### config.mk
export PLATFORM = sky130hd
export DESIGN_NAME = bcd_countdown_timer
export DESIGN_NICKNAME = d
export VERILOG_FILES = /design/src/rtl/bcd_countdown_timer.sv
export SDC_FILE = /design/constraint.sdc
export NUM_CORES = 1
export LEC_CHECK = 0
export CAP_MARGIN = 30
export CORE_MARGIN = 4
export CORE_UTILIZATION = 42
export CTS_CLUSTER_SIZE = 30
export DETAILED_ROUTE_END_ITERATION = 8
export HOLD_SLACK_MARGIN = 0.06
export MAX_ROUTING_LAYER = met4
export PLACE_DENSITY = 0.82
export SETUP_SLACK_MARGIN = 0.2
export SYNTH_ARGS = -nofsm -noshare
export SYNTH_HDL_FRONTEND = slang
export SYNTH_SLANG_ARGS = --single-unit
### constraint.sdc
create_clock -name clk -period 1.83 [get_ports clk]
set_input_delay 0.2745 -clock clk [delete_from_list [all_inputs] [get_ports clk]]
set_output_delay 0.2745 -clock clk [all_outputs]
set_load 0.005 [all_outputs]
### src/rtl/bcd_countdown_timer.sv
// bcd_countdown_timer
//   Multi-digit packed-BCD down-counter used in countdown mode. It is loaded
//   with a BCD start value, decrements once per qualified tick while running,
//   borrows across digits, and pulses done for one cycle on reaching zero.
//
//   Optional build macro: AUTO_RELOAD_EN
//     When defined, expiry reloads the last loaded value and keeps running.
//     This only happens if that stored value is nonzero.
//
// Ports
//   clk        : system clock, all state updates on the rising edge
//   reset      : synchronous, active-high, clears all state
//   tick       : one-cycle count-enable pulse from the prescaler
//   load       : capture load_value (digits >9 clamped to 9) and go IDLE
//   load_value : packed BCD start value, digit 0 at [3:0]
//   start      : begin or resume counting (ignored when count is zero)
//   pause      : suspend counting while running
//   count      : current packed BCD value
//   running    : high while in RUN
//   done       : one-cycle pulse when a tick drives count to zero
//   expired    : high while in EXPIRED
module bcd_countdown_timer #(
  parameter int unsigned DIGITS = 4
) (
  input  logic                  clk,
  input  logic                  reset,
  input  logic                  tick,
  input  logic                  load,
  input  logic [4*DIGITS-1:0]   load_value,
  input  logic                  start,
  input  logic                  pause,
  output logic [4*DIGITS-1:0]   count,
  output logic                  running,
  output logic                  done,
  output logic                  expired
);

  typedef enum logic [1:0] {IDLE, RUN, PAUSED, EXPIRED} state_t;

  state_t              state_q, state_d;
  logic [4*DIGITS-1:0] count_q, count_d;
  logic                done_q, done_d;
  logic                running_q, running_d;
  logic                expired_q, expired_d;
`ifdef AUTO_RELOAD_EN
  logic [4*DIGITS-1:0] reload_q, reload_d;
`endif

  logic [4*DIGITS-1:0] clamped;
  logic [4*DIGITS-1:0] dec_val;
  logic                borrow;

  // Clamp each incoming digit into the legal BCD range.
  always_comb begin
    clamped = '0;
    for (int unsigned i = 0; i < DIGITS; i++) begin
      clamped[4*i +: 4] = (load_value[4*i +: 4] > 4'd9) ? 4'd9 : load_value[4*i +: 4];
    end
  end

  // Ripple-borrow decrement: a digit moves only when every lower digit is 0.
  always_comb begin
    dec_val = count_q;
    borrow  = 1'b1;
    for (int unsigned i = 0; i < DIGITS; i++) begin
      if (borrow) begin
        if (count_q[4*i +: 4] == 4'd0) begin
          dec_val[4*i +: 4] = 4'd9;
        end else begin
          dec_val[4*i +: 4] = count_q[4*i +: 4] - 4'd1;
          borrow            = 1'b0;
        end
      end
    end
  end

  always_comb begin
    state_d  = state_q;
    count_d  = count_q;
    done_d   = 1'b0;
`ifdef AUTO_RELOAD_EN
    reload_d = reload_q;
`endif
    if (load) begin
      count_d = clamped;
      state_d = IDLE;
`ifdef AUTO_RELOAD_EN
      reload_d = clamped;
`endif
    end else if (pause && state_q == RUN) begin
      state_d = PAUSED;
    end else if (start && (state_q == IDLE || state_q == PAUSED)) begin
      if (count_q != '0) begin
        state_d = RUN;
      end
    end else if (tick && state_q == RUN) begin
      if (dec_val == '0) begin
        done_d = 1'b1;
`ifdef AUTO_RELOAD_EN
        if (reload_q != '0) begin
          count_d = reload_q;
        end else begin
          count_d = '0;
          state_d = EXPIRED;
        end
`else
        count_d = '0;
        state_d = EXPIRED;
`endif
      end else begin
        count_d = dec_val;
      end
    end
    running_d = (state_d == RUN);
    expired_d = (state_d == EXPIRED);
  end

  always_ff @(posedge clk) begin
    if (reset) begin
      state_q   <= IDLE;
      count_q   <= '0;
      done_q    <= 1'b0;
      running_q <= 1'b0;
      expired_q <= 1'b0;
`ifdef AUTO_RELOAD_EN
      reload_q  <= '0;
`endif
    end else begin
      state_q   <= state_d;
      count_q   <= count_d;
      done_q    <= done_d;
      running_q <= running_d;
      expired_q <= expired_d;
`ifdef AUTO_RELOAD_EN
      reload_q  <= reload_d;
`endif
    end
  end

  assign count   = count_q;
  assign running = running_q;
  assign done    = done_q;
  assign expired = expired_q;

endmodule

==> results of run 1 <==
-- metrics by stage --
step / util, % / power (mW) / TNS (ns) / hold WS, ns
2_1_floorplan: - / 0.704 / 0 / 0.397
3_3_place_gp: 63.6 / 0.870 / -1.05 / 0.507
3_5_place_dp: 63.6 / 0.878 / -1.43 / 0.517
4_1_cts: 68.6 / 1.14 / 0 / 0.528
5_1_grt: 72.4 / 1.24 / -0.0142 / 0.539
6_report: 72.4 / 1.18 / 0 / 0.525
-- state kept, by name (all words and copies together) (netlist names) --
| name | flops |
|---|---|
| running | 1 |
| done | 1 |
| expired | 1 |
| state_q | 2 |
| count | 16 |
-- area by class of cell --
cell class / instances / area [sq um]
clock buffers: 3 / 22.5
clock inverters: 1 / 5.00
fillers: 251 / 863
inverters: 9 / 33.8
multi-input cells: 128 / 997
flip-flops and latches: 21 / 444
well taps: 44 / 55.1
repair buffers: 76 / 707
-- routing by layer --
layer	vias up	GRT usage (%)	wire (um)
li1	784	-	-
met1	753	23.8	1890
met2	64	31.7	2150
met3	11	3.76	278
met4	0	9.59	80
met5	-	-	0
-- worst max-delay path: cells and delay by family (launching register included) --
family / cells / cell delay [ns]
DFF: 1 / 0.37
and+or+nand+nor: 2 / 0.84
muxes: 1 / 0.33
AOI/OAI and AO/OA: 1 / 0.17
-- kinds of logic (layout without fill, tap and decap cells) --
logic type | count (synthesis) | in the layout | synth area share [%]
AOI/OAI and AO/OA | 49 | 49 | 23.8
xor gates and xnor gates | 4 | 4 | 2.51
buffers and inverters | 18 | 89 | 8.06
DFF | 21 | 21 | 30.1
muxes | 3 | 3 | 2.24
and+or+nand+nor | 72 | 72 | 33.3
-- final timing paths --
kind,startpoint,endpoint,slack (ns),cells past startpoint
worst min register to register,count[14],count[14],0.56,2
worst min-delay path,load_value[10],count[10],0.53,3
worst max-delay path,count[4],count[9],0.04,4
worst max register to register,count[4],count[9],0.04,4
-- what timing repair did --
action | 4_1_cts | 5_1_grt
pin swaps | 8 | 10
gates resized for setup | 22 | 21
setup buffers | 5 | 5
hold buffers | 0 | 0
cloned | 0 | 0
setup endpoints to repair | 20 | 26
endpoints found under the hold margin | 0 | 0
-- power groups by stage --
stage / logic, mW / clock network [mW] / registers [mW]
2_1_floorplan: 0.174 / 0 / 0.530
3_3_place_gp: 0.345 / 0 / 0.525
3_5_place_dp: 0.352 / 0 / 0.526
4_1_cts: 0.387 / 0.237 / 0.517
5_1_grt: 0.452 / 0.264 / 0.525
6_report: 0.424 / 0.234 / 0.520
-- cells in the mapped netlist, types with 2 or more instances --
master    instances  area share, %
xnor2_1           4            2.5
inv_1             9            2.4
nand3_1           6            2.1
or4_1             4            2.1
buf_6             2            1.6
mux2i_1           2            1.4
nand4b_1          3            1.9
a21o_1            2            1.1
o21ai_0          13            4.7
clkbuf_1          2           0.54
nor4_4            2            3.0
clkbuf_8          2            2.0
o211a_1           2            1.4
nor2_1           20            5.4
dfxtp_1          21             30
nor4_1            5            2.2
o31ai_1           2            1.1
nand4_1           3            1.3
a311oi_1          3            1.9
a31oi_1           2           0.90
a21oi_1          11            3.9
nor2b_1           2           0.90
nand2_1           7            1.9
nand3b_1          3            1.6
a211oi_1          4            2.1
nor3_1            5            1.8
==> impl_metrics.env, run 1 <==
export IMPL_maxSlewViolCount=0
export IMPL_final_antenna_net_count=0
export IMPL_fp_dieW_um=65.7
export IMPL_setup_ws_ns=0.0383
export IMPL_stdcell_area_sq_mm=0.00226
export IMPL_nets=261
export IMPL_row_count=20
export IMPL_critPathCaptureType="flip-flop"
export IMPL_dieArea_sq_mm=0.00431
export IMPL_clock_path_buffers=2
export IMPL_hpwl_um=3010
export IMPL_syn_nets=189
export IMPL_clk_pin_slew_ns=0.12
export IMPL_dr_first_iter_drc_count=85
export IMPL_viasPerCell=5.72
export IMPL_pin_count=41
export IMPL_grt_pass1_vias=1467
export IMPL_worst_slew_pin_slew_ns=0.391
export IMPL_grt_pass1_wl_um=6470
export IMPL_ys_ff_latch=21
export IMPL_dp_cells=268
export IMPL_cts_tree="done"
export IMPL_hold_class="in -> reg"
export IMPL_pre_cts_ws_ns=-0.210
export IMPL_maxSlewHeadroom_pct=73.9
export IMPL_seq_area_frac_synth_pct=30.1
export IMPL_path_max_fanout=3
export IMPL_power_switching_uw=379
export IMPL_place_area_sq_mm=0.00199
export IMPL_final_common_cell="clkdlybuf4s50_1"
export IMPL_worstPathRequired_ns=2.06
export IMPL_finalWirelength_um=4390
export IMPL_setup_viol=0
export IMPL_pwr_share_comb_pct=36.0
export IMPL_cp_slowest_cell="or4_4"
export IMPL_grt_ovfl_total=0
export IMPL_finalCritPeriodShare_pct=97.9
export IMPL_drv_cap=0
export IMPL_die_h_um=65.7
export IMPL_start_util_pct=44.7
export IMPL_placeableCoreArea_sq_mm=0.00313
export IMPL_antenna_found_initial=0
export IMPL_crit_arrival_ns=2.02
export IMPL_crit_type="reg -> reg"
export IMPL_leakagePower_nw=0.919
export IMPL_cp_slowest_stage_delay_ns=0.54
export IMPL_avgSynthCellArea_sq_um=8.37
export IMPL_period_needed_ns=1.79
export IMPL_ys_types=52
export IMPL_status="finished clean"
export IMPL_netlist_instances=167
export IMPL_p_sw_share_pct=32.2
export IMPL_final_layout_size_suffix_gt1_share_pct=34.9
export IMPL_grt_setup_unrepaired="yes"
export IMPL_wl_per_cell_um=15.6
export IMPL_ys_warn_count=0
export IMPL_fmax_mhz=558
export IMPL_syn_to_final_growth_pct=62.0
export IMPL_final_cell_mix="clkdlybuf4s50_1, buf_4, nor2_1"
export IMPL_drc=0
export IMPL_ir_drop_mv=0.327
export IMPL_setup_worst_path_start_class="flip-flop"
export IMPL_synth_ff_type="dfxtp_1"
export IMPL_clock_sinks=21
export IMPL_grt_max_degree=17
export IMPL_p_int_uw=799
export IMPL_clockPowerShare_pct=19.9
export IMPL_fin_skew_ns=0.00294
export IMPL_cts_root_buf="clkbuf_4"
export IMPL_cts_max_level=1
export IMPL_antennaDiodeCount=0
export IMPL_grt_use_total_pct=19.8
export IMPL_finalHoldViolations=0
export IMPL_port_buffers=40
export IMPL_clk_latency_ns=0.32
export IMPL_dr_pass1_iters=4
export IMPL_final_cell_count_no_fill=282
export IMPL_pwr_share_seq_pct=44.1
export IMPL_ys_async_sr_fraction_pct=0
export IMPL_synth_edff_count=0
export IMPL_cp_cell_sequence="or4_4 > nor4_4 > mux2_4 > a22o_1"
export IMPL_globalplace_congestion=0.911
export IMPL_numCtsBuffers=3
export IMPL_powerDensity_mw_per_mm2=520
export IMPL_syn_area_sq_mm=0.00140
export IMPL_vias=1612
Power figures use the tool's default switching activity.
==> inputs of run 2 (changes only) <==
Settings changed: SETUP_SLACK_MARGIN 0.2 to 0.3.
==> impl_metrics.env, run 2 (synthesis results as in run 1) <==
export IMPL_clk_pin_slew_ns=0.13
export IMPL_seqCellArea_sq_um=452
export IMPL_hpwl_um=3240
export IMPL_crit_type="reg -> reg"
export IMPL_holdPathStages=3
export IMPL_row_count=20
export IMPL_dieArea_sq_mm=0.00431
export IMPL_period_needed_ns=1.87
export IMPL_timing_hold_ws_ns=0.522
export IMPL_nFillCells=210
export IMPL_drv_cap=0
export IMPL_hold_class="in -> reg"
export IMPL_critPathLaunch="count[2]"
export IMPL_tns_ns=-0.0394
export IMPL_port_buffers=40
export IMPL_power_mw=1.21
export IMPL_r2r_cells=4
export IMPL_setup_worst_path_start_class="flip-flop"
export IMPL_final_cell_mix="buf_4, clkdlybuf4s50_1, nor2_1"
export IMPL_cp_cell_sequence="or4_4 > nor4_4 > mux2_4 > a22o_1"
export IMPL_leakagePower_nw=1.00
export IMPL_clk_latency_ns=0.31
export IMPL_dr_pass1_iters=4
export IMPL_maxSlewHeadroom_pct=74.3
export IMPL_fmax_mhz=535
export IMPL_ir_drop_mv=0.256
export IMPL_cts_root_buf="clkbuf_4"
export IMPL_status="finished, violations left"
export IMPL_dr_first_iter_drc_count=214
export IMPL_fin_skew_ns=0.00475
export IMPL_final_antenna_net_count=0
export IMPL_cp_slowest_stage_delay_ns=0.60
export IMPL_r2r_end="count[9]"
export IMPL_violations="negative setup slack"
export IMPL_grt_use_total_pct=23.6
export IMPL_globalplace_congestion=0.865
export IMPL_antennaDiodeCount=0
export IMPL_hold_start="load_value[1]"
export IMPL_grt_pass1_wl_um=7780
export IMPL_die_h_um=65.7
export IMPL_cts_max_level=1
export IMPL_grt_pass1_vias=1710
export IMPL_rrSetupSlack_ns=-0.04
export IMPL_finalHoldViolations=0
export IMPL_wl_per_cell_um=17.3
export IMPL_finalWirelength_um=5090
export IMPL_setup_ws_ns=-0.0394
export IMPL_placeableCoreArea_sq_mm=0.00313
export IMPL_vias=1714
export IMPL_finalCritPeriodShare_pct=102
export IMPL_worst_hold_path_endpoint="count[1]"
export IMPL_cp_slowest_cell="or4_4"
export IMPL_numCtsBuffers=3
export IMPL_worstPathRequired_ns=2.05
export IMPL_final_core_util_pct=75.0
export IMPL_syn_to_final_growth_pct=67.9
export IMPL_clock_path_buffers=2
export IMPL_grt_max_degree=17
export IMPL_multi_input_area_sq_mm=0.00100
export IMPL_maxSlewViolCount=0
export IMPL_setup_viol=1
export IMPL_largest_reg_flops=16
export IMPL_antenna_found_initial=0
export IMPL_final_layout_size_suffix_gt1_share_pct=39.6
export IMPL_rr_startpoint="count[2]"
export IMPL_final_common_cell="buf_4"
export IMPL_clock_sinks=21
export IMPL_grt_ovfl_total=0
export IMPL_pre_cts_ws_ns=-0.262
export IMPL_viasPerCell=5.83
export IMPL_fp_dieW_um=65.7
export IMPL_cts_tree="done"
export IMPL_nets=273
export IMPL_crit_arrival_ns=2.09
export IMPL_path_max_fanout=4
export IMPL_worst_slew_pin_slew_ns=0.380
export IMPL_grt_setup_unrepaired="yes"
export IMPL_pin_count=41
export IMPL_powerDensity_mw_per_mm2=515
export IMPL_critPathCaptureType="flip-flop"
export IMPL_drc=0
export IMPL_start_util_pct=44.7
-- run 2: cell types whose count changed in the layout (fill, tap and decap cells not counted), sizes merged --
cell,change
buf,+12
dlygate4sd2,+11
clkdlybuf4s50,-10
dlymetal6s2s,-1
-- run 2: final cells by class --
| cell class | count | share of cell area [%] |
|---|---|---|
| multi-input combinational | 128 | 42.7 |
| timing repair buffer | 88 | 33.1 |
| sequential | 21 | 19.2 |
| tap | 44 | 2.35 |
| inverter | 9 | 1.44 |
| clock buffer | 3 | 0.959 |
| clock inverter | 1 | 0.213 |
-- run 2: power breakdown --
group	total (mW)	switching, mW	leakage, nW	internal, mW
Sequential	0.516	0.0315	0.180	0.484
Clock	0.235	0.153	0.0177	0.0818
Combinational	0.459	0.215	0.804	0.244
-- run 2: layer usage --
| layer | GRT usage, % | up-vias | part of all wire [%] |
|---|---|---|---|
| met5 | - | - | 0 |
| li1 | - | 809 | - |
| met3 | 2.39 | 17 | 7.3 |
| met2 | 41.4 | 83 | 50 |
| met4 | 8.29 | 0 | 3.1 |
| met1 | 28.0 | 805 | 40 |
-- run 2: timing repair --
action	in CTS	in global routing
hold buffers	0	0
pin swaps	18	7
setup endpoints to repair	32	26
setup buffers	13	7
resized for setup	40	23
-- run 2: worst max path at each step --
| stage | endpoint | cells past startpoint |
|---|---|---|
| global placement | count[9] | 5 |
| finish | count[9] | 4 |
| detailed placement | count[9] | 5 |
| floorplan | count[9] | 4 |
| global route | count[9] | 4 |
| CTS | count[9] | 4 |
-- run 2: stage by stage --
step,std cells,cell area (sq um)
2_1_floorplan,167,1420
3_3_place_gp,270,2000
3_5_place_dp,270,2000
4_1_cts,287,2230
5_1_grt,294,2350
6_report,294,2350
-- run 2: critical path, delay by kind of cell (launching register included) --
kind	cells	cell delay, ns
AOI/OAI and AO/OA	1	0.17
muxes	1	0.33
and+or+nand+nor	2	0.93
DFF	1	0.35
==> inputs of run 3 (changes only) <==
Settings changed: CAP_MARGIN 30 to default.
==> results of run 3 <==
The final DEF is identical to that of run 2; final timing and power are the same.
